## src/rtl/seg_frame_capture.sv

```systemverilog
// ============================================================================
// Module   : seg_frame_capture
// Purpose  : Samples a 6-digit multiplexed active-low 7-segment bus, decodes
//            each digit and assembles complete frames into a 24-bit word.
// Revision : 1.0
// ============================================================================
`default_nettype none

module seg_frame_capture #(
    parameter int SETTLE  = 16,
    parameter int TIMEOUT = 8000000
) (
    input  logic        clkin,
    input  logic        rst_n,
    input  logic        sel1,
    input  logic        sel2,
    input  logic        sel3,
    input  logic        sel4,
    input  logic        sel5,
    input  logic        sel6,
    input  logic [7:0]  led,
    input  logic        clr_err,
    output logic [23:0] data,
    output logic        frame_stb,
    output logic        frame_valid,
    output logic        code_err,
    output logic        sel_err
);

    typedef enum logic [1:0] {ST_IDLE = 2'd0, ST_SETTLE = 2'd1, ST_HOLD = 2'd2} state_t;

    state_t      state, state_next;
    logic [5:0]  sel_raw, sel_m, sel_s, sel_d;
    logic [7:0]  led_m, led_s, led_d;
    logic [5:0]  low;
    logic        stable, any_low, one_low, settle_hit;
    logic [7:0]  cnt;
    logic        cnt_clr, cnt_inc, capture, multi;
    logic [3:0]  code;
    logic        bad;
    logic [2:0]  idx;
    logic [5:0]  mask, mask_next;
    logic [23:0] shadow;
    logic        pending;
    logic [31:0] tcount;

    // sel1 is the most significant digit, so it maps to bit 5 / nibble [23:20]
    assign sel_raw    = {sel1, sel2, sel3, sel4, sel5, sel6};
    assign low        = ~sel_s;
    assign stable     = (sel_s == sel_d) && (led_s == led_d);
    assign any_low    = |low;
    assign one_low    = any_low && ((low & (low - 6'd1)) == 6'd0);
    assign settle_hit = (cnt == 8'(SETTLE - 1));
    assign mask_next  = mask | (6'b000001 << idx);

    always_ff @(posedge clkin or negedge rst_n) begin
        if (!rst_n) begin
            sel_m <= '1;
            sel_s <= '1;
            sel_d <= '1;
            led_m <= '1;
            led_s <= '1;
            led_d <= '1;
        end else begin
            sel_m <= sel_raw;
            sel_s <= sel_m;
            sel_d <= sel_s;
            led_m <= led;
            led_s <= led_m;
            led_d <= led_s;
        end
    end

    always_comb begin
        code = 4'hF;
        bad  = 1'b0;
        case (led_s)
            8'hC0: code = 4'h0;
            8'hF9: code = 4'h1;
            8'hA4: code = 4'h2;
            8'hB0: code = 4'h3;
            8'h99: code = 4'h4;
            8'h92: code = 4'h5;
            8'h82: code = 4'h6;
            8'hF8: code = 4'h7;
            8'h80: code = 4'h8;
            8'h90: code = 4'h9;
            8'hFF: code = 4'hA;
            8'h86: code = 4'hB;
            8'hAB: code = 4'hC;
            8'hA1: code = 4'hD;
            default: bad = 1'b1;
        endcase
    end

    always_comb begin
        idx = 3'd0;
        for (int i = 0; i < 6; i++) begin
            if (low[i]) idx = 3'(i);
        end
    end

    always_ff @(posedge clkin or negedge rst_n) begin
        if (!rst_n) state <= ST_IDLE;
        else        state <= state_next;
    end

    // Any low select enters SETTLE so that a multi-select fault can be timed and flagged
    always_comb begin
        state_next = state;
        cnt_clr    = 1'b0;
        cnt_inc    = 1'b0;
        capture    = 1'b0;
        multi      = 1'b0;
        case (state)
            ST_IDLE: begin
                if (any_low) begin
                    state_next = ST_SETTLE;
                    cnt_clr    = 1'b1;
                end
            end
            ST_SETTLE: begin
                if (!any_low) begin
                    state_next = ST_IDLE;
                    cnt_clr    = 1'b1;
                end else if (!stable) begin
                    cnt_clr = 1'b1;
                end else if (settle_hit) begin
                    state_next = ST_HOLD;
                    cnt_clr    = 1'b1;
                    capture    = one_low;
                    multi      = !one_low;
                end else begin
                    cnt_inc = 1'b1;
                end
            end
            ST_HOLD: begin
                if (!stable) begin
                    cnt_clr    = 1'b1;
                    state_next = any_low ? ST_SETTLE : ST_IDLE;
                end
            end
            default: state_next = ST_IDLE;
        endcase
    end

    always_ff @(posedge clkin or negedge rst_n) begin
        if (!rst_n)       cnt <= 8'd0;
        else if (cnt_clr) cnt <= 8'd0;
        else if (cnt_inc) cnt <= cnt + 8'd1;
    end

    always_ff @(posedge clkin or negedge rst_n) begin
        if (!rst_n) begin
            shadow      <= '0;
            mask        <= '0;
            pending     <= 1'b0;
            tcount      <= '0;
            data        <= '0;
            frame_stb   <= 1'b0;
            frame_valid <= 1'b0;
        end else begin
            frame_stb <= 1'b0;
            pending   <= 1'b0;
            if (pending) begin
                data        <= shadow;
                frame_stb   <= 1'b1;
                frame_valid <= 1'b1;
                mask        <= '0;
            end
            if (capture) begin
                shadow[{idx, 2'b00} +: 4] <= code;
                mask    <= mask_next;
                pending <= (mask_next == 6'h3F);
                tcount  <= '0;
            end else begin
                if (tcount != '1) tcount <= tcount + 32'd1;
                // Link lost: drop the partial frame but keep the last good data
                if (tcount == 32'(TIMEOUT - 1)) begin
                    frame_valid <= 1'b0;
                    mask        <= '0;
                end
            end
        end
    end

    always_ff @(posedge clkin or negedge rst_n) begin
        if (!rst_n) begin
            code_err <= 1'b0;
            sel_err  <= 1'b0;
        end else begin
            if (capture && bad) code_err <= 1'b1;
            else if (clr_err)   code_err <= 1'b0;
            if (multi)          sel_err  <= 1'b1;
            else if (clr_err)   sel_err  <= 1'b0;
        end
    end

endmodule

`default_nettype wire
```

## config.mk

```make
export PLATFORM = sky130hd
export DESIGN_NAME = seg_frame_capture
export DESIGN_NICKNAME = d
export VERILOG_FILES = /design/src/rtl/seg_frame_capture.sv
export SDC_FILE = /design/constraint.sdc
export NUM_CORES = 1
export LEC_CHECK = 0
export CORE_ASPECT_RATIO = 0.7
export CORE_UTILIZATION = 39
export CTS_CLUSTER_SIZE = 28
export DETAILED_ROUTE_END_ITERATION = 16
export PLACE_DENSITY = 0.65
export REMOVE_ABC_BUFFERS = 1
export SYNTH_ARGS = -nofsm -noshare
export SYNTH_HDL_FRONTEND = slang
export SYNTH_SLANG_ARGS = --single-unit
```

## constraint.sdc

```tcl
create_clock -name clkin -period 3.05 [get_ports clkin]
set_input_delay 0.4575 -clock clkin [delete_from_list [all_inputs] [get_ports clkin]]
set_output_delay 0.4575 -clock clkin [all_outputs]
set_load 0.05 [all_outputs]
```

# Yosys cells after proc, flatten, opt, wreduce, memory -nomap -nowiden
# Index checks and enable logic that the tools add are counted.
# totals
register_bits,143
in_bits,17
output_inout_bits,28
word_cells,115
# op_classes
addsub,4
n_eq_ne,26
shifts,3
n_mux,48
bitwise_logic,3
reduce_logical,14
# ops
operator,n
"== test 8 bit, second input constant",14
two-way mux 32 bit,2
case mux 4 bit (14 select lines),1
"adder 32 x 1 -> 32 bit, second input constant",1
"== test 32 x 23 -> 1 bit, second input constant",1
"!= test 32 bit, second input constant",1
two-way mux 1 bit,28
bitwise mux 24 bit,1
"variable shift 4 x 7 -> 24 bit, first input constant",1
indexed part select 4 x 7 -> 24 bit,1
two-way mux 6 bit,3
two-way mux 8 bit,2
OR reduction 14 bit,1
two-way mux 3 bit,4
two-way mux 2 bit,5
"adder 8 x 1 -> 8 bit, second input constant",1
"== test 8 x 4 -> 1 bit, second input constant",1
== test 8 bit,1
nonzero test 2 bit,4
negation 5 -> 7 bit,1
bitwise AND 6 bit,1
== test 6 bit,1
"== test 6 bit, second input constant",1
zero test 6 bit,1
16 further kinds,20

# Longest topological paths before layout
# logic_depth
depth_word,11
mapped_depth,12
mapped_depth_nobuf,9

# Worst setup path before layout
# Ideal clock, no wire load.
# synth_timing
path_kind,register -> register
start,register sel_s[3]
end,register shadow[21]
setup_time_ps,127
arrival_time_ps,2527
required_time_ps,2923
setup_slack_ps,396
path_stages_with_launch,10
path_buffers,2
synth_period_minus_slack_ps,2654
cell_sequence,dfstp_2 buf_2 inv_1 o21ai_0 and2_1 clkbuf_1 ha_1 ha_1 or4_4 mux2_1
# synth_between
elab_chain_len,9
elab_cells_between_ends,19
cone_classes,2 x add/sub; 1 x eq/ne; 2 x shift; 8 x mux; 2 x bitwise; 4 x reduce/logical
# synth_rtl
element,line,source
start: declaration,33,"logic [5:0] sel_raw, sel_m, sel_s, sel_d;"
start signal: assignment,66,sel_s <= sel_m;
NOT 6 bit,49,assign low = ~sel_s;
subtractor 6 x 1 -> 6 bit,52,assign one_low = any_low && ((low & (low - 6'd1)) == 6'd0);
bitwise AND 6 bit,52,
zero test 6 bit,52,
logical AND 1 bit,52,
two-way mux 1 bit,128,end else if (settle_hit) begin
two-way mux 1 bit,126,end else if (!stable) begin
two-way mux 1 bit,123,if (!any_low) begin
two-way mux 1 bit,115,case (state)
end signal: indexed assignment,172,"shadow[{idx, 2'b00} +: 4] <= code;"
end: declaration,43,logic [23:0] shadow;
# Parallel ways exist; a longest one is shown, timed or not.
# A chain may end at the register's enable or synchronous reset.

# Final worst setup path
# layout_timing
start,register sel_s[5]
end,register shadow[11]
# Same word-level chain as after synthesis.

==> summary.md <==
| Metric | Value |
|---|---|
| Result of the run | `finished, final reports clean` |
| Top Ports | `45` |
| Fill cell count | `1428` |
| Number of cells after detailed placement | `between 800 and 900` |
| # port buffers | `44` |
| Worst VDD drop | `around 390 uV` |
| Clock tree skew after final layout | `0.0198 ns` |
| Detailed-router iteration count before antenna repair | `5` |
| Std-Cell Core Area | `15800 um^2` |
| Switching power as a share of total power | `23.3%` |
| Most utilized layer in the global route result | `met1` |
| Initial Util | `about two fifths` |
| Floorplan die height | `~110 um` |
| Share of post-route cells with drive strength above 1 | `between 20% and 30%` |
| Utilization after layout | `between 40% and 50%` |
| Detail-routed via count per cell | `5.27` |
| GR Util met2 | `24.6%` |
| Clock period minus worst slack | `2.83 ns` |
| Max Freq | `about 350 MHz` |
| Share of power burned in registers | `46.6%` |
| TritonCTS buffer count | `17` |
| Cell types occupying the most area after synthesis | `sky130_fd_sc_hd__dfrtp_1 (39%), sky130_fd_sc_hd__dfstp_2 (17%), sky130_fd_sc_hd__mux2_2 (6.3%)` |
| Pin count of the biggest net entering global routing | `87` |
| Most frequent cells in the layout | `sky130_fd_sc_hd__dfrtp_1 (101), sky130_fd_sc_hd__nor2_1 (57), sky130_fd_sc_hd__clkdlybuf4s50_1 (43)` |
| Post-placement setup slack | `about 0.31 ns` |
| Starting DRC count in detailed routing | `342` |
| Worst-case setup margin in the final layout | `0.225 ns` |
| Layout Cells excl Fill | `~850` |
| Slew Limit Headroom | `about 30%` |
| Prevailing post-synth register cell | `sky130_fd_sc_hd__dfrtp_1` |
| Total congestion overflow | `0` |
| Placed wire-length estimate | `8940 um` |
| Part of the cycle the worst path needs | `about 93%` |
| Post-CTS setup buffers | `0` |
| # H-tree levels | `4` |
| Final number of setup-violating endpoints | `0` |
| Clock Tree Buf Depth | `2` |
| Number of vias after detailed routing | `4460` |
| Standard-cell rows | `38` |
| Post-synth ARST share | `100%` |
| Crit Path Max Fanout | `10` |
| Final weighted congestion of routability-driven global placement | `0.914` |
| Net switching power | `990 uW` |
| Clock power share | `about 50%` |
| Mean area per synthesized cell | `11.4 um^2` |
| Global Route met3 Usage | `approximately 4.1%` |
| Library cell with the largest summed area after synthesis | `sky130_fd_sc_hd__dfrtp_1` |
| RSZ-0062 raised after global routing | `false` |
| Number of max-slew violations in the final report | `0` |
| Die outline area | `17000 um^2` |
| Nets | `638` |
| Yosys warns | `0` |
| Accumulated negative setup slack | `0 ns` |
| Classification of the worst-slack hold path | `primary input to async pin` |
| Sequential cell area | `around 3600 um^2` |
| Power density over the cells | `between 500 and 600 nW/um^2` |
| Post-synthesis instance total | `564` |
| Clock network latency to the later pin of the worst-skew pair | `0.42 ns` |
| Global routing usage summed across all routing layers | `17.2%` |
| Crit path DAT | `3.13 ns` |
| GR met1 Demand/Resource | `around a quarter` |
| Detailed-route DRC error count | `0` |
| Pin slew with the least headroom to its limit | `1.06 ns` |
| Share of the synthesized area in the top cell type | `about two fifths` |
| Post-synthesis cell type count | `just under 60` |
| Critical path capture point type | `flop` |
| Root Buffer Master | `sky130_fd_sc_hd__clkbuf_16` |
| Leading cell type in the layout, fill and taps excluded | `sky130_fd_sc_hd__dfrtp_1` |
| Area occupied by multi-input gates | `around 2600 um^2` |
| Sequential-to-total area share from yosys stat | `about 57%` |
| Clock transition at the register clock pins on the worst setup and hold paths after CTS | `0.06 ns` |
| Count of hold buffers inserted by post-cts repair | `0` |
| Startpoint kind of the worst setup timing path | `flop` |
| Combinational share of power | `3.4%` |
| Detailed-route wire length per cell | `roughly 16 um` |
| Total of max-cap violations | `0` |
| Antenna violations before repair | `0` |
| TritonCTS clock tree | `done` |
| Via count of the first global-routing pass | `4510` |
| Number of antenna repair diodes | `0` |
| Die outline width | `155 um` |
| Pint | `between 3000 and 4000 uW` |
| Number of synthesized register bits | `143` |
| EDFF count, synth | `0` |
| Static leakage | `0.00333 uW` |
| Clock Sink Count | `143` |
| Post-cts gate resize count | `0` |
| Wire length after detailed routing | `13200 um` |
| Synthesized cell area | `6420 um^2` |
| Global-route wire length before repair | `between 20000 and 25000 um` |
| Antenna Nets Post-Route | `0` |
| Final Hold Viols | `0` |
| Data required time at the worst endpoint | `3.35 ns` |
| Area delta synth->final | `20.3%` |
| Crit path kind | `flop to flop` |
[layout make-up]
cell class                 count  area share [%]
clock inverter                12            1.78
tap                          220            3.56
inverter                      13           0.632
timing repair buffer          54            6.85
sequential                   143            47.0
multi-input combinational    385            34.0
clock buffer                  20            6.20
[worst max-delay path: stages, from the launching register on]
cell                       delay (ns)
sky130_fd_sc_hd__dfstp_2         0.63
sky130_fd_sc_hd__nand2_1         0.14
sky130_fd_sc_hd__inv_1           0.18
sky130_fd_sc_hd__nand2_1         0.13
sky130_fd_sc_hd__ha_1            0.22
sky130_fd_sc_hd__ha_1            0.36
sky130_fd_sc_hd__nand2_1         0.12
sky130_fd_sc_hd__a211oi_1        0.34
sky130_fd_sc_hd__nand3_1         0.25
sky130_fd_sc_hd__mux2_2          0.33
[worst paths after layout]
| kind | startpoint | to | slack, ns | depth (start not counted) |
|---|---|---|---|---|
| worst min-delay path | rst_n | code_err | 0.10 | 1 |
| worst min register to register | led_m[1] | led_s[1] | 0.36 | 0 |
| max in group asynchronous | rst_n | tcount[4] | 2.06 | 2 |
| worst max-delay path | sel_s[5] | shadow[11] | 0.22 | 9 |
| worst max register to register | sel_s[5] | shadow[11] | 0.22 | 9 |
| min in group clkin | led_m[1] | led_s[1] | 0.36 | 0 |
[per-stage QoR]
stage	cell area (um^2)	hold WS [ns]	power [uW]
3_3_place_gp	7110	0.346	2160
5_1_grt	7720	0.165	4410
4_1_cts	7720	0.136	4300
3_5_place_dp	7110	0.347	2160
2_1_floorplan	6300	0.162	2070
6_report	7720	0.101	4250
[power groups by stage]
stage	Combinational [uW]	Clock (uW)	Sequential [uW]
global placement	143	0	2010
finish	145	2130	1980
floorplan	67.4	0	2010
detailed placement	147	0	2020
CTS	148	2170	1980
global route	164	2260	1990
[layer usage]
layer | vias up | routed length (um)
met3 | 24 | 793
met4 | 0 | 240
li1 | 2103 | -
met2 | 147 | 5650
met5 | - | 0
met1 | 2186 | 6570
[sequential cells by signal, indices dropped and copies added (netlist names)]
signal       cells
sel_err          1
sel_d            6
led_s            8
shadow          24
code_err         1
mask             6
cnt              8
sel_m            6
tcount          32
data            24
frame_valid      1
frame_stb        1
led_d            8
pending          1
sel_s            6
state            2
led_m            8
[kinds of logic (layout without fill, tap and decap cells)]
group	count (synthesis)	count (layout)	share of synthesized area, %
adder cells (fa/ha/maj)	7	7	1.36
XOR/XNOR	49	49	6.91
buffers and inverters	36	99	2.63
flip-flops	143	143	56.5
multiplexers	43	43	7.46
AND/OR/NAND/NOR	228	228	18.8
AO/OA/AOI/OAI	58	58	6.35
[cell usage after synthesis (3+ instances only)]
cell type                  number
sky130_fd_sc_hd__dfrtp_1      101
sky130_fd_sc_hd__nor2_1        57
sky130_fd_sc_hd__dfstp_2       42
sky130_fd_sc_hd__nand2_1       40
sky130_fd_sc_hd__mux2_2        36
sky130_fd_sc_hd__xnor2_1       33
sky130_fd_sc_hd__nand3_1       22
sky130_fd_sc_hd__nand4_1       16
sky130_fd_sc_hd__nor3_1        16
sky130_fd_sc_hd__nor4_1        16
sky130_fd_sc_hd__o21ai_0       14
sky130_fd_sc_hd__xor2_1        14
sky130_fd_sc_hd__inv_1         13
sky130_fd_sc_hd__a21oi_1       12
sky130_fd_sc_hd__and3_1        12
sky130_fd_sc_hd__clkbuf_1      10
sky130_fd_sc_hd__buf_2          9
sky130_fd_sc_hd__ha_1           7
sky130_fd_sc_hd__nor2b_1        7
sky130_fd_sc_hd__or3_1          7
sky130_fd_sc_hd__and4_1         6
sky130_fd_sc_hd__o31ai_1        6
sky130_fd_sc_hd__and2_1         5
sky130_fd_sc_hd__nand2b_1       5
sky130_fd_sc_hd__mux2i_1        4
sky130_fd_sc_hd__or4_1          4
sky130_fd_sc_hd__a21boi_0       3
sky130_fd_sc_hd__buf_6          3
sky130_fd_sc_hd__mux2_1         3
sky130_fd_sc_hd__nor3b_1        3
No activity file was read; power rests on OpenSTA's default activity.
